--- config.mk ---
export PLATFORM = sky130hd
export DESIGN_NAME = result_display_driver
export DESIGN_NICKNAME = d
export VERILOG_FILES = /design/src/rtl/result_display_driver.sv
export SDC_FILE = /design/constraint.sdc
export NUM_CORES = 1
export LEC_CHECK = 0
export BUFFER_PORTS_ARGS = -buffer_cell sky130_fd_sc_hd__buf_4
export CAP_MARGIN = 20
export CORE_MARGIN = 2
export CORE_UTILIZATION = 61
export CTS_BUF_LIST = sky130_fd_sc_hd__clkbuf_8
export DETAILED_ROUTE_END_ITERATION = 6
export PLACE_DENSITY_LB_ADDON = 0.15
export SLEW_MARGIN = 10
export SYNTH_ARGS = -nofsm -noshare
export SYNTH_HDL_FRONTEND = slang
export SYNTH_SLANG_ARGS = --single-unit
--- constraint.sdc ---
create_clock -name clk -period 3.4 [get_ports clk]
set_clock_uncertainty 0.15 [all_clocks]
set_input_delay 0.51 -clock clk [delete_from_list [all_inputs] [get_ports clk]]
set_output_delay 0.51 -clock clk [all_outputs]
set_load 0.02 [all_outputs]
--- src/rtl/result_display_driver.sv ---
// Result bus to 3-digit multiplexed 7-segment driver: iterative double-dabble BCD
// conversion plus digit scanner with leading-zero blanking. Optional: DISP_SIGNED_EN.
module result_display_driver #(
  parameter int unsigned SCAN_DIV = 1024
) (
  input  logic        clk,
  input  logic        rst_n,
  input  logic [7:0]  value_in,
  output logic [6:0]  seg_out,
  output logic [2:0]  dig_en,
  output logic [11:0] bcd_out,
  output logic        busy,
  output logic        conv_done,
  output logic        neg_led
);

  localparam int unsigned PW = $clog2(SCAN_DIV);
  localparam logic [PW-1:0] PRESC_LAST = PW'(SCAN_DIV - 1);

  typedef enum logic [1:0] {S_IDLE, S_SHIFT, S_DONE} state_t;

  state_t      state_q, state_d;
  logic [7:0]  last_val_q, last_val_d;
  logic [7:0]  bin_q, bin_d;
  logic [11:0] scratch_q, scratch_d;
  logic [2:0]  cnt_q, cnt_d;
  logic [11:0] bcd_q, bcd_d;
  logic        done_q, done_d;
  logic [PW-1:0] presc_q, presc_d;
  logic [2:0]  dig_q, dig_d;

  logic [7:0]  mag;
  logic        start;
  logic [3:0]  adj_o, adj_t;
  logic [2:0]  adj_h;
  logic [3:0]  nib;
  logic        blank;

`ifdef DISP_SIGNED_EN
  logic sign_q, neg_q;
  assign mag     = value_in[7] ? (~value_in + 8'd1) : value_in;
  assign neg_led = neg_q;

  always_ff @(posedge clk or negedge rst_n) begin
    if (!rst_n) begin
      sign_q <= 1'b0;
      neg_q  <= 1'b0;
    end else begin
      if (start) sign_q <= value_in[7];
      if (state_q == S_DONE) neg_q <= sign_q;
    end
  end
`else
  assign mag     = value_in;
  assign neg_led = 1'b0;
`endif

  assign start = (state_q == S_IDLE) && (value_in != last_val_q);

  // Hundreds never exceeds 2 for an 8-bit input, so its carry-out bit is dropped.
  assign adj_o = scratch_q[3:0] + ((scratch_q[3:0] >= 4'd5) ? 4'd3 : 4'd0);
  assign adj_t = scratch_q[7:4] + ((scratch_q[7:4] >= 4'd5) ? 4'd3 : 4'd0);
  assign adj_h = scratch_q[10:8] + ((scratch_q[11:8] >= 4'd5) ? 3'd3 : 3'd0);

  always_comb begin
    state_d    = state_q;
    last_val_d = last_val_q;
    bin_d      = bin_q;
    scratch_d  = scratch_q;
    cnt_d      = cnt_q;
    bcd_d      = bcd_q;
    done_d     = 1'b0;
    case (state_q)
      S_IDLE: begin
        if (start) begin
          bin_d      = mag;
          last_val_d = value_in;
          scratch_d  = '0;
          cnt_d      = '0;
          state_d    = S_SHIFT;
        end
      end
      S_SHIFT: begin
        scratch_d = {adj_h, adj_t, adj_o, bin_q[7]};
        bin_d     = {bin_q[6:0], 1'b0};
        cnt_d     = cnt_q + 3'd1;
        if (cnt_q == 3'd7) state_d = S_DONE;
      end
      S_DONE: begin
        bcd_d   = scratch_q;
        done_d  = 1'b1;
        state_d = S_IDLE;
      end
      default: state_d = S_IDLE;
    endcase
  end

  always_comb begin
    presc_d = presc_q + PW'(1);
    dig_d   = dig_q;
    if (presc_q == PRESC_LAST) begin
      presc_d = '0;
      dig_d   = {dig_q[1:0], dig_q[2]};
    end
  end

  always_ff @(posedge clk or negedge rst_n) begin
    if (!rst_n) begin
      state_q    <= S_IDLE;
      last_val_q <= '0;
      bin_q      <= '0;
      scratch_q  <= '0;
      cnt_q      <= '0;
      bcd_q      <= '0;
      done_q     <= 1'b0;
      presc_q    <= '0;
      dig_q      <= 3'b001;
    end else begin
      state_q    <= state_d;
      last_val_q <= last_val_d;
      bin_q      <= bin_d;
      scratch_q  <= scratch_d;
      cnt_q      <= cnt_d;
      bcd_q      <= bcd_d;
      done_q     <= done_d;
      presc_q    <= presc_d;
      dig_q      <= dig_d;
    end
  end

  always_comb begin
    nib   = bcd_q[3:0];
    blank = 1'b0;
    case (dig_q)
      3'b010: begin
        nib   = bcd_q[7:4];
        blank = (bcd_q[11:4] == 8'h00);
      end
      3'b100: begin
        nib   = bcd_q[11:8];
        blank = (bcd_q[11:8] == 4'h0);
      end
      default: ;
    endcase
  end

  always_comb begin
    seg_out = 7'h00;
    if (!blank) begin
      case (nib)
        4'd0: seg_out = 7'h3F;
        4'd1: seg_out = 7'h06;
        4'd2: seg_out = 7'h5B;
        4'd3: seg_out = 7'h4F;
        4'd4: seg_out = 7'h66;
        4'd5: seg_out = 7'h6D;
        4'd6: seg_out = 7'h7D;
        4'd7: seg_out = 7'h07;
        4'd8: seg_out = 7'h7F;
        4'd9: seg_out = 7'h6F;
        default: seg_out = 7'h00;
      endcase
    end
  end

  assign dig_en    = dig_q;
  assign bcd_out   = bcd_q;
  assign busy      = (state_q != S_IDLE);
  assign conv_done = done_q;

endmodule

======== Yosys cells after proc, flatten, opt, wreduce, memory -nomap -nowiden ========
Memory sizes are Yosys's and may differ from the RTL's.
Index checks and enable logic that the tools add are counted.
W data, S select, Z words.
cells by class
  $add $sub $neg .......................... 5
  $lt $le $gt $ge ......................... 3
  eq/ne operators ......................... 9
  multiplexer cells ....................... 17
  reductions and logical operators ........ 9
operator list
  operator                 number
  $pmux W12 S2             1
  $pmux W8 S2              1
  $ge A4 B3 Y1 const B     3
  $mux W12                 1
  $add A10 B1 Y10 const B  1
  $eq A10 B10 Y1 const B   1
  $mux W10                 1
  $mux W2                  5
  $add A4 B2 Y4            2
  $logic_not A8 Y1         1
  $mux W8                  1
  $ne A8 B8 Y1             1
  $pmux W4 S2              1
  $mux W7                  1
  $eq A3 B3 Y1 const B     2
  $pmux W3 S2              1
  $reduce_and A2 Y1        3
  $logic_not A4 Y1         1
  $ne A2 B2 Y1 const B     2
  $pmux W2 S2              1
  $reduce_bool A2 Y1       2
  $add A3 B1 Y3 const B    1
  $add A3 B2 Y3            1
  $eq A3 B2 Y1 const B     1
  7 further kinds          7
word-level totals
  register bits after elaboration ......... 59
  memory bits (read-only) ................. 112
  input port bits ......................... 10
  output and inout port bits .............. 25
  word-level logic and storage cells ...... 53
  memories kept ........................... 1
memory list
  memory            words  bits a word  read ports  clocked after Yosys merged registers in  write ports  line  RTL
  (name not given)  16     7            1           0                                        0            150   case (nib)

======== Depth between registers and ports, before layout ========
  depth in word-level cells ............... 4
  gate-level depth with buffers ........... 9

======== Worst setup path before layout ========
No wires, ideal clock.
  path kind ............................... register -> output
  start ................................... reg dig_q[1], in the netlist dig_en[1]
  end ..................................... out seg_out[5]
  arrival time ............................ 2395 ps
  data required time ...................... 2740 ps
  path slack .............................. 345 ps
  stages on the path, launching flop included .. 6
  path buffers ............................ 1
  cells stage by stage .................... dfrtp_1 > buf_2 > o311ai_0 > inv_1 > ha_1 > o32ai_1
between the ends
  cells in the longest elaborated chain, start to end .. 4
  elaborated cells between the ends (all ways) .. 6
ends and longest elaborated chain
  element                                       line  RTL
  start: declaration                            30    logic [2:0] dig_q, dig_d;
  start signal: assignment                      127   dig_q <= dig_d;
  $eq A3 B3 Y1 or $eq A3 B2 Y1 (tied branches)  134   case (dig_q)
  $pmux W4 S2                                   134
  $mem_v2 Z16 W7                                n/a
  $mux W7 *                                     149   if (!blank) begin
  end: declaration                              9     output logic [6:0] seg_out,
Every way passes the cells marked *; elsewhere a longest branch is shown, timed or not.

======== Worst setup path in the final report ========
  start ................................... reg dig_q[0], in the netlist dig_en[0]
  end ..................................... out seg_out[3]
The elaborated chain is that of the path after synthesis.

==> flow_summary.yaml <==
critical_path:
  worst-r2r-setup-slack_ns: 1.29
  setup.worst_path.class: "reg2out"
  worstSetupStartpointType: "register"
  timing.critical_path.arrival_ns: 2.43
  timing.rr.start: "presc_q[0]"
  critPathRequiredTime_ns: 2.74
  critical_path_s_most_frequent_cell: "sky130_fd_sc_hd__inv_1"
  critPathCaptureType: "output port"
  critPathCapture: "seg_out[3]"
  r2r_cells: 5
  reg_to_reg_critical_path_endpoint: "dig_en[2]"
  setup.worst_path.start: "dig_en[0]"
  critical_path.max_fanout: 11
  cpPeakStageDelay_ns: 0.64
  timing.critical_path.slowest_stage_cell: "sky130_fd_sc_hd__dfstp_2"
  crit_path_cell_chain: "inv_1 -> o221ai_2 -> inv_1 -> ha_1 -> o32ai_1 -> buf_4"
cells_and_area:
  layout_cell_share_with_drive_strength_beyond_1_pct: 27.2
  nFillCells: 396
  finish.net_count: 341
  fin_area_sq_um: 3620
  final_cells: 390
  diodes: 0
  flow.area_growth_from_synthesis_pct: 14.9
  most-common-layout-cells: "sky130_fd_sc_hd__dfrtp_1, sky130_fd_sc_hd__buf_4, sky130_fd_sc_hd__nand2_1"
  commonest_non_fill_non_tap_cell_in_the_layout: "sky130_fd_sc_hd__dfrtp_1"
clock_tree:
  path_clk_slew_ns: 0.07
  clockBufferDepth: 2
  cts_made_buffers: 9
  clockRootBuffer: "sky130_fd_sc_hd__clkbuf_8"
  cts-hold-fix-buffers: 0
  cts_post_setup_buffers_inserted: 0
  cts_tree: "yes"
  insertion_delay_ns: 0.34
  cts_sinks: 59
  ctsHtreeMaxLevel: 3
synth:
  synth_area_leaders: "sky130_fd_sc_hd__dfrtp_1, sky130_fd_sc_hd__mux2_2, sky130_fd_sc_hd__ha_1"
  post-synth-top-area-cell: "sky130_fd_sc_hd__dfrtp_1"
  synth.net_count: 308
  post_synth_instance_area_sq_um: 3150
  synth_edf_count: 0
  post_synth.cell_area_avg_sq_um: 11.2
  synth_async_sr_flop_share_pct: 100
  synthesis.instances: 282
  synth_top_flop_cell: "sky130_fd_sc_hd__dfrtp_1"
  synth_seq_cells: 59
  seq_area_frac_synth_pct: 46.9
  post_synth_num_cell_types: 51
  post-synth-top-area-fraction_pct: 46.1
  synth.yosys.warnings: 0
floorplan:
  placeableCoreArea_sq_um: 5040
  die_width_microns: 75.9
  die_height_microns: 75.9
  start_util_pct: 62.5
  dieArea_sq_um: 5750
  top_level_ports: 35
  std_cell_rows: 26
pwr:
  vdd_ir_drop_max_mv: 0.559
  overall_power_uw: 3530
  switching_share_pct: 39.7
  power_frac_comb_pct: 48.1
  total_leakage_power_uw: 0.00168
  seqPwrFrac_pct: 34.3
  cellPowerDensity_nw_per_um2: 977
  p_int_uw: 2130
  power.switching_uw: 1400
  clockPowerShare_pct: 17.6
sta:
  slew-limit-headroom_pct: 50.8
  unrepaired_setup_endpoints_after_global_routing: "false"
  maxClockFrequency_ghz: 0.324
  final-hold-violation-count: 0
  timing_max_transition_violations_final: 0
  fin_setup_tns_ns: 0
  fin_worst_hold_slack_ns: 0.0747
  setup-violations-final: 0
  ratio_of_final_minimum_period_to_clock_period_pct: 90.8
  final_period_minus_worst_setup_slack_ns: 3.09
  worst-slew-pin-transition_ns: 0.737
drt:
  total_detailed_routing_wirelength_mm: 5.58
  dr.pass1.iters: 4
  avgViaCountPerCell: 5.55
  post_drt_wl_per_cell_microns: 14.3
  num_vias: 2163
  drc: 0
  drtAntennaViolNets: 0
  drt_first_iter_violations: 64
min_path:
  min-delay-path-class: "in2async"
grt:
  maximum_number_of_pins_on_one_net_before_global_route_repair: 60
  number_of_global_route_vias_before_repair: 2029
  initial_antenna_violation_count: 0
  grt_usage_pct: 22.1
  grt_first_pass_wirelength_mm: 9.34
  grt_overflow_total: 0
flow_run:
  max-cap-violations: 0
place:
  port-buffer-count: 33
  numPlacedInstances: 374
  detailed_place.area_sq_um: 3420
  place.gp.congestion: 0.827
  hpwl_mm: 3.81
outcome:
  run_status: "finished clean"
stage by stage:
stage                     setup WS [ns]  utilization, %
after floorplan                   0.345               -
after global placement            0.615            67.9
after detailed placement          0.539            67.9
after CTS                         0.158            71.7
after global routing              0.141            71.7
final                             0.314            71.7
power by group through the flow:
stage / Clock (uW) / Combinational (uW) / Sequential, uW
2_1_floorplan: 0 / 1190 / 1240
3_3_place_gp: 0 / 1650 / 1220
3_5_place_dp: 0 / 1700 / 1230
4_1_cts: 635 / 1720 / 1210
5_1_grt: 670 / 1900 / 1250
6_report: 623 / 1700 / 1210
synth_stat cells, drive strengths merged (2+ instances only):
library cell	number
o31ai	2
nor2b	9
nor3	7
buf	8
inv	12
o311ai	2
a21oi	5
clkbuf	6
o21bai	3
mux2	21
nand2b	7
nor4	2
and4	2
dfrtp	58
xor2	13
o221ai	2
o21ai	17
o22ai	7
mux2i	4
ha	13
o32ai	4
a21bo	2
nor2	8
a21o	7
xnor2	7
nand2	27
fa	3
o22a	2
nand3	4
a22o	8
per-layer routing:
metal,routed length [microns],vias up,track usage [%]
li1,-,1060,-
met1,2560,1066,28.5
met2,2740,30,35.2
met3,185,7,5.42
met4,90,0,10.1
met5,0,-,0
worst max-delay path, delay by kind of cell (launching register included):
kind,cells,cell delay (ns)
buffers and inverters,3,0.44
adder cells (fa/ha/maj),1,0.32
AO/OA/AOI/OAI,2,0.68
flip-flops,1,0.64
layout make-up:
| class | instances | area, sq um | area share [%] |
|---|---|---|---|
| Clock inverter | 7 | 68.8 | 1.90 |
| Tap cell | 70 | 87.6 | 2.42 |
| Inverter | 12 | 45.0 | 1.25 |
| Sequential cell | 59 | 1480 | 40.9 |
| Timing Repair Buffer | 36 | 270 | 7.47 |
| Multi-Input combinational cell | 197 | 1540 | 42.6 |
| Clock buffer | 9 | 124 | 3.42 |
sequential cells by signal, indices dropped and copies added (netlist names):
signal	cells
bcd_out	12
conv_done	1
presc_q	10
cnt_q	3
dig_en	3
last_val_q	8
bin_q	8
state_q	2
scratch_q	12
logic make-up (layout without fill, tap and decap cells):
kind of cell	count (synthesis)	after routing	share of synthesized area, %
fa+ha+maj	16	16	7.07
flops	59	59	46.9
mux	25	25	8.78
other cells	1	1	0.119
simple gates	72	72	12.4
buf+inv	26	64	4.09
xor+xnor	20	20	5.56
compound gates	63	63	15.1
how the worst min path moves through the flow:
stage	end	slack (ns)	cells after the start
finish	presc_q[5]	0.07	1
global route	presc_q[6]	0.14	1
CTS	presc_q[6]	0.1	1
detailed placement	bin_q[1]	0.32	1
global placement	bin_q[1]	0.31	1
floorplan	bcd_out[0]	0.06	0
timing repair:
| item | in CTS | in global routing |
|---|---|---|
| endpoints found under the setup margin | 0 | 1 |
| gates resized for setup | 0 | 1 |
| hold endpoints to repair | 0 | 0 |
Note: power is estimated with default switching activity, not from simulation.
